==> src/rtl/sdram_cmd_arbiter.sv <==
// Round-robin arbiter sharing one SDRAM controller command port between two requesters.
// Read tags are queued so that returned data is routed back to the port that issued the read.
module sdram_cmd_arbiter #(
  parameter int unsigned AddrWidth = 23,
  parameter int unsigned DataWidth = 16,
  parameter int unsigned TagDepth  = 4
) (
  input  logic                 clk12mhz,
  input  logic                 rst,
  input  logic                 p0_trigger,
  input  logic                 p0_write,
  input  logic [AddrWidth-1:0] p0_addr,
  input  logic [DataWidth-1:0] p0_wdata,
  output logic                 p0_ready,
  output logic [DataWidth-1:0] p0_rdata,
  output logic                 p0_rvalid,
  input  logic                 p1_trigger,
  input  logic                 p1_write,
  input  logic [AddrWidth-1:0] p1_addr,
  input  logic [DataWidth-1:0] p1_wdata,
  output logic                 p1_ready,
  output logic [DataWidth-1:0] p1_rdata,
  output logic                 p1_rvalid,
  input  logic                 ctrl_ready,
  output logic                 ctrl_trigger,
  output logic                 ctrl_write,
  output logic [AddrWidth-1:0] ctrl_addr,
  output logic [DataWidth-1:0] ctrl_wdata,
  input  logic [DataWidth-1:0] ctrl_rdata,
  input  logic                 ctrl_rvalid,
  output logic                 err_spurious
);

  localparam int unsigned PtrW = $clog2(TagDepth);
  localparam logic [PtrW:0] TagFull = (PtrW + 1)'(TagDepth);

  typedef enum logic [0:0] {StIdle, StIssue} state_e;

  state_e              state_q;
  logic                grant_q;
  logic                last_grant_q;
  logic [TagDepth-1:0] tag_mem_q;
  logic [PtrW-1:0]     wr_ptr_q;
  logic [PtrW-1:0]     rd_ptr_q;
  logic [PtrW:0]       tag_count_q;

  logic acc, tag_full, tag_empty, elig0, elig1, pick, push, pop;

  assign acc       = ctrl_trigger & ctrl_ready;
  assign p0_ready  = acc & ~grant_q;
  assign p1_ready  = acc & grant_q;
  assign tag_full  = (tag_count_q == TagFull);
  assign tag_empty = (tag_count_q == '0);

  // Reads need a free tag slot; writes never return data, so they bypass the full check.
  assign elig0 = p0_trigger & (p0_write | ~tag_full);
  assign elig1 = p1_trigger & (p1_write | ~tag_full);
  assign pick  = (elig0 & elig1) ? ~last_grant_q : elig1;

  assign push = (state_q == StIssue) & acc & ~ctrl_write;
  assign pop  = ctrl_rvalid & ~tag_empty;

  always_ff @(posedge clk12mhz) begin
    if (rst) begin
      state_q      <= StIdle;
      grant_q      <= 1'b0;
      last_grant_q <= 1'b1;
      ctrl_trigger <= 1'b0;
      ctrl_write   <= 1'b0;
      ctrl_addr    <= '0;
      ctrl_wdata   <= '0;
      tag_mem_q    <= '0;
      wr_ptr_q     <= '0;
      rd_ptr_q     <= '0;
      tag_count_q  <= '0;
      p0_rdata     <= '0;
      p1_rdata     <= '0;
      p0_rvalid    <= 1'b0;
      p1_rvalid    <= 1'b0;
      err_spurious <= 1'b0;
    end else begin
      p0_rvalid <= 1'b0;
      p1_rvalid <= 1'b0;

      unique case (state_q)
        StIdle: begin
          if (elig0 | elig1) begin
            grant_q      <= pick;
            ctrl_write   <= pick ? p1_write : p0_write;
            ctrl_addr    <= pick ? p1_addr : p0_addr;
            ctrl_wdata   <= pick ? p1_wdata : p0_wdata;
            ctrl_trigger <= 1'b1;
            state_q      <= StIssue;
          end
        end
        StIssue: begin
          if (acc) begin
            ctrl_trigger <= 1'b0;
            last_grant_q <= grant_q;
            state_q      <= StIdle;
          end
        end
        default: state_q <= StIdle;
      endcase

      if (push) begin
        tag_mem_q[wr_ptr_q] <= grant_q;
        wr_ptr_q            <= wr_ptr_q + 1'b1;
      end

      if (pop) begin
        rd_ptr_q <= rd_ptr_q + 1'b1;
        if (tag_mem_q[rd_ptr_q]) begin
          p1_rdata  <= ctrl_rdata;
          p1_rvalid <= 1'b1;
        end else begin
          p0_rdata  <= ctrl_rdata;
          p0_rvalid <= 1'b1;
        end
      end else if (ctrl_rvalid) begin
        err_spurious <= 1'b1;
      end

      case ({push, pop})
        2'b10:   tag_count_q <= tag_count_q + 1'b1;
        2'b01:   tag_count_q <= tag_count_q - 1'b1;
        default: tag_count_q <= tag_count_q;
      endcase
    end
  end

endmodule

==> config.mk <==
export PLATFORM = sky130hd
export DESIGN_NAME = sdram_cmd_arbiter
export DESIGN_NICKNAME = d
export VERILOG_FILES = /design/src/rtl/sdram_cmd_arbiter.sv
export SDC_FILE = /design/constraint.sdc
export NUM_CORES = 1
export LEC_CHECK = 0
export BUFFER_PORTS_ARGS = -buffer_cell sky130_fd_sc_hd__buf_2
export CAP_MARGIN = 20
export CORE_MARGIN = 3
export CORE_UTILIZATION = 37
export DETAILED_ROUTE_END_ITERATION = 8
export PLACE_DENSITY = 0.65
export SYNTH_ARGS = -nofsm -noshare
export SYNTH_HDL_FRONTEND = slang
export SYNTH_SLANG_ARGS = --single-unit
==> constraint.sdc <==
create_clock -name clk12mhz -period 2.2 [get_ports clk12mhz]
set_input_delay 0.22 -clock clk12mhz [delete_from_list [all_inputs] [get_ports clk12mhz]]
set_output_delay 0.22 -clock clk12mhz [all_outputs]
set_load 0.02 [all_outputs]
# After elaboration in Yosys (flattened, before gate mapping)

Index checks and enable logic that the tools add are counted.

Register bits: 90
Output and inout bits: 78

Reduce and logical (&&, ||, !) cells: 10
Bitwise logic cells: 20
Eq/ne operators: 5
Multiplexer cells: 18
$add $sub $neg: 4
Magnitude comparators: 3

Operators by type and width:

| kind                | number |
|---|---|
| $mux 23             | 1 |
| $mux 16             | 1 |
| $reduce_and 2->1    | 6 |
| $mux 1              | 10 |
| $and 1x1->1         | 9 |
| $not 1->1           | 8 |
| $lt 2x3->1 const B  | 2 |
| $pmux 3 s2          | 1 |
| $add 2x1->2 const B | 2 |
| $bwmux 4            | 1 |
| $pmux 1 s2          | 2 |
| $add 3x1->3 const B | 1 |
| $eq 3x3->1 const B  | 1 |
| $logic_not 3->1     | 1 |
| $or 1x1->1          | 3 |
| $sub 3x1->3 const B | 1 |
| $bmux 1 s2          | 1 |
| $demux 1 s2         | 1 |
| $eq 2x1->1 const B  | 1 |
| $eq 2x2->1 const B  | 1 |
| $ge 2x1->1 const B  | 1 |
| $ne 2x1->1 const B  | 1 |
| $ne 2x2->1 const B  | 1 |
| $reduce_bool 2->1   | 1 |
| 2 further kinds     | 2 |

# Longest topological paths before layout

Depth after elaboration: 7
Depth in mapped cells: 8
Depth with buffers taken out: 8

# Least setup slack after synthesis

No wires, ideal clock.

Path kind: register to register
From: register tag_count_q[0]
To: register tag_count_q[2]
Path buffers: 1
Cell stages (with the launch flop): 9
Arrival time: 1923 ps
Setup slack: 206 ps
Required time: 2129 ps
Period minus slack after synthesis: 1994 ps
Cell sequence: dfxtp_1 > o31a_1 > clkbuf_1 > ha_1 > inv_1 > fa_1 > xor2_1 > or3_1 > a21oi_1

Cells in the longest elaborated chain, start to end: 5
Elaborated cells between the ends (all ways): 9
Classes of those cells: add/sub: 2; eq/ne: 2; mux: 1; bitwise: 2; reduce/logical: 2

Ends and longest elaborated chain:

| element                                                | RTL line | source |
|---|---|---|
| start: declaration                                     | 45       | `logic [PtrW:0] tag_count_q;` |
| start signal: assignment                               | 125      | `2'b10: tag_count_q <= tag_count_q + 1'b1;` |
| start signal: assignment                               | 126      | `2'b01: tag_count_q <= tag_count_q - 1'b1;` |
| start signal: assignment                               | 127      | `default: tag_count_q <= tag_count_q;` |
| $logic_not 3->1 (*)                                    | 53       | `assign tag_empty = (tag_count_q == '0);` |
| $not 1->1 (*)                                          | 61       | `assign pop = ctrl_rvalid & ~tag_empty;` |
| $and 1x1->1 (*)                                        | 61       |  |
| named net pop                                          | 47       | `logic acc, tag_full, tag_empty, elig0, elig1, pick, push, pop;` |
| $eq 2x1->1 / $eq 2x2->1 (equally long branches)        | 124      | `case ({push, pop})` |
| $pmux 3 s2 / $reduce_bool 2->1 (equally long branches) | n/a      |  |

The timed path passes the listed nets; every way through them passes the cells marked *.
A chain may end at the register's enable or synchronous reset.

# Worst setup path after layout

From: register tag_count_q[1]
To: register ctrl_wdata[7]

Cells in the longest elaborated chain, start to end: 7
Elaborated cells between the ends (all ways): 11
Classes of those cells: eq/ne: 1; mux: 2; bitwise: 7; reduce/logical: 1

Ends and longest elaborated chain:

| element                        | RTL line | source |
|---|---|---|
| $eq 3x3->1 (*)                 | 52       | `assign tag_full = (tag_count_q == TagFull);` |
| $not 1->1 (*)                  | 56, 57   |  |
| $or 1x1->1 (on tied branches)  | 56, 57   |  |
| $and 1x1->1 (on tied branches) | 56, 57   |  |
| $and 1x1->1                    | 58       | `assign pick = (elig0 & elig1) ? ~last_grant_q : elig1;` |
| $mux 1                         | 58       |  |
| $mux 16                        | 91       | `ctrl_wdata <= pick ? p1_wdata : p0_wdata;` |
| end signal: assignment         | 91       |  |
| end: declaration               | 28       | `output logic [DataWidth-1:0] ctrl_wdata,` |

Every way passes the cells marked *; elsewhere a longest branch is shown, timed or not.

==> flow_summary.ini <==
[clock_network]
clk_latency_ns = 0.35
hold_buffers = 0
cts-htree-levels = 3
cts_tree = built
numCtsBuffers = 9
clock_sinks = 90
cts_resized = 0
clkTransAtPathRegs_ns = 0.09
clockBufferDepth = 2
postCtsSetupBuffers = 0
root_buffer = clkbuf_8

[synth]
synth.avg_cell_area_sq_um = 8.52
synth_edf_count = 0
synthesis.instances = 465
synth_top_area_share_pct = 45.5
yosysWarnings = 0
synth_cell_type_count = 35
syn_area_sq_um = 3960
synth_top_cell_by_area = dfxtp_1
ys_seq_area_share_pct = 45.5
ys_seq_elements = 90
netlist_top_cells_area = dfxtp_1, nand2_1, a311oi_2
ys_dominant_reg_cell = dfxtp_1
async_flop_share_pct = 0
synthesis.nets = 573

[timing]
slew_viol_final = 0
worst_pin_slew_ns = 0.611
slew_headroom_pct = 59.3
finalCriticalPeriod_ns = 2.01
clock_skew_ns = 0.00783
finalSetupViolCount = 0
hold_viol_final = 0
max_clock_freq_ghz = 0.497
finalCritPeriodShare_pct = 91.5
rsz0062_at_grt = false
setup_tns_ns = 0

[floorplanning]
fp-row-count = 37
io_pins = 180
die_height_um = 109
die-area_sq_um = 12000
start_util_pct = 38.2
die_w_um = 109
coreArea_sq_um = 10400

[power]
vdd_ir_drop_max_uv = 392
p_seq_share_pct = 49.7
leakagePower_nw = 2.30
powerDensity_nw_per_um2 = 701
swShare_pct = 31.1
p_switching_mw = 1.13
comb_power_share_pct = 21.4
internal-power_mw = 2.50
clkPwrFrac_pct = 28.9

[layout]
drive_gt1_share_pct = 39.3
syn_to_final_growth_pct = 30.4
n_antenna_cell = 0
final_area_sq_um = 5170
final-instance-count-excl-fill = 774
fin_util_pct = 49.8
fillCellCount = 1032
final_nets = 741

[global_route]
antenna_found_initial = 0
grt_overflow_total = 0
grt_pass1_vias = 3578
grt_pass1_wl_mm = 16.3
grt_max_degree = 53
grt_util_all_layers_pct = 17.0

[place]
place_hpwl_mm = 7.64
portBuffers = 179
place_congestion = 0.734
placed_cells = 757
place_area_sq_um = 4970

[worst_setup_path]
path_max_fanout = 52
cp-start-kind = flop
endpoint_kind = flop
crit_type = reg2reg
cp.arrival_ns = 2.23
required_ns = 2.42

[status]
status = complete, no violations

[detailed_routing]
viasPerCell = 4.81
wl_mm = 10.3
drcViolationCount = 0
vias = 3724
ant_nets = 0
drt_iter0_markers = 171
route.detailed.wl_per_inst_um = 13.3
dr.pass1.iters = 4

[min_path]
hold_path_class = in2reg

[run]
cap_violations = 0
[flip-flops by register name (all words and copies together), names as in the netlist, 2 cells and up]
register,cells
wr_ptr_q,2
tag_count_q,3
p1_rdata,16
ctrl_wdata,16
tag_mem_q,4
p0_rdata,16
rd_ptr_q,2
ctrl_addr,23
[kinds of logic (layout without fill, tap and decap cells)]
| logic type | Yosys count | count (layout) | synth area share, % |
|---|---|---|---|
| muxes | 3 | 3 | 1.07 |
| DFF | 90 | 90 | 45.5 |
| buffers and inverters | 43 | 216 | 5.53 |
| and+or+nand+nor | 230 | 230 | 23.2 |
| adders and majority gates | 6 | 6 | 2.08 |
| AOI/OAI and AO/OA | 88 | 88 | 21.6 |
| xor gates and xnor gates | 5 | 5 | 1.11 |
[cell type report]
class	instances	area, sq um	share of cell area [%]
tap	136	170	3.29
timing repair buffer	193	1030	19.9
sequential	90	1800	34.9
multi-input combinational	332	1950	37.8
clock inverter	6	48.8	0.945
clock buffer	10	138	2.66
inverter	7	26.3	0.509
[stage by stage]
step / hold WS, ns / power, mW / setup WS, ns
floorplan: 0.356 / 2.35 / 0.206
global placement: 0.440 / 2.60 / 0.227
detailed placement: 0.445 / 2.62 / 0.0873
CTS: 0.0871 / 3.68 / 0.0715
global route: 0.0933 / 3.84 / 0.0891
finish: 0.110 / 3.62 / 0.188
[worst max-delay path, cell delays in order (launching register included)]
cell      delay (ns)
dfxtp_1         0.37
or4b_4          0.59
a32o_4          0.45
buf_12          0.23
nor2_1          0.15
a311oi_2        0.06
[cells in the final DEF (no fill, tap or decap), types with 3 or more instances in the layout]
cell type,instances
buf_2,178
nand2_1,159
dfxtp_1,90
nor2_1,53
a21oi_1,40
a311oi_2,39
buf_4,13
clkbuf_8,10
inv_1,7
nand3_1,5
ha_1,5
xor2_1,3
nand2b_1,3
clkinvlp_4,3
[power groups by stage]
stage	clock network, mW	registers, mW	logic [mW]
CTS	1.09	1.80	0.781
finish	1.05	1.80	0.774
floorplan	0	1.95	0.395
detailed placement	0	1.84	0.780
global placement	0	1.84	0.762
global route	1.16	1.82	0.855
[routing by layer]
metal / share of wire (%) / wire [um] / global-route usage (%)
met4: 0.70 / 72 / 3.65
met3: 9.3 / 954 / 5.87
met2: 48 / 4950 / 29.5
met1: 42 / 4300 / 20.3
met5: 0 / 0 / 0
[synth_stat cells (2+ instances only)]
cell and number:
inv_1 7, clkbuf_1 20, nand3_1 5, buf_2 10, buf_6 6, mux2i_1 2, ha_1 5, a21oi_1 40
nand2b_1 3, dfxtp_1 90, nor2b_1 2, nor2_1 53, xor2_1 3, a311oi_2 39, nand2_1 159, xnor2_1 2
[worst paths after layout]
check                              startpoint                         end  slack, ns  cells past startpoint
setup / recovery  tag_count_q[1]$_SDFFE_PP0P_  ctrl_wdata[7]$_SDFFE_PP0P_       0.19                      5
hold reg to reg     p1_rdata[13]$_SDFFE_PP0P_   p1_rdata[13]$_SDFFE_PP0P_       0.45                      2
setup reg to reg  tag_count_q[1]$_SDFFE_PP0P_  ctrl_wdata[7]$_SDFFE_PP0P_       0.19                      5
hold / removal                  ctrl_rdata[5]    p1_rdata[5]$_SDFFE_PP0P_       0.11                      3
(Power assumes the default switching activity.)
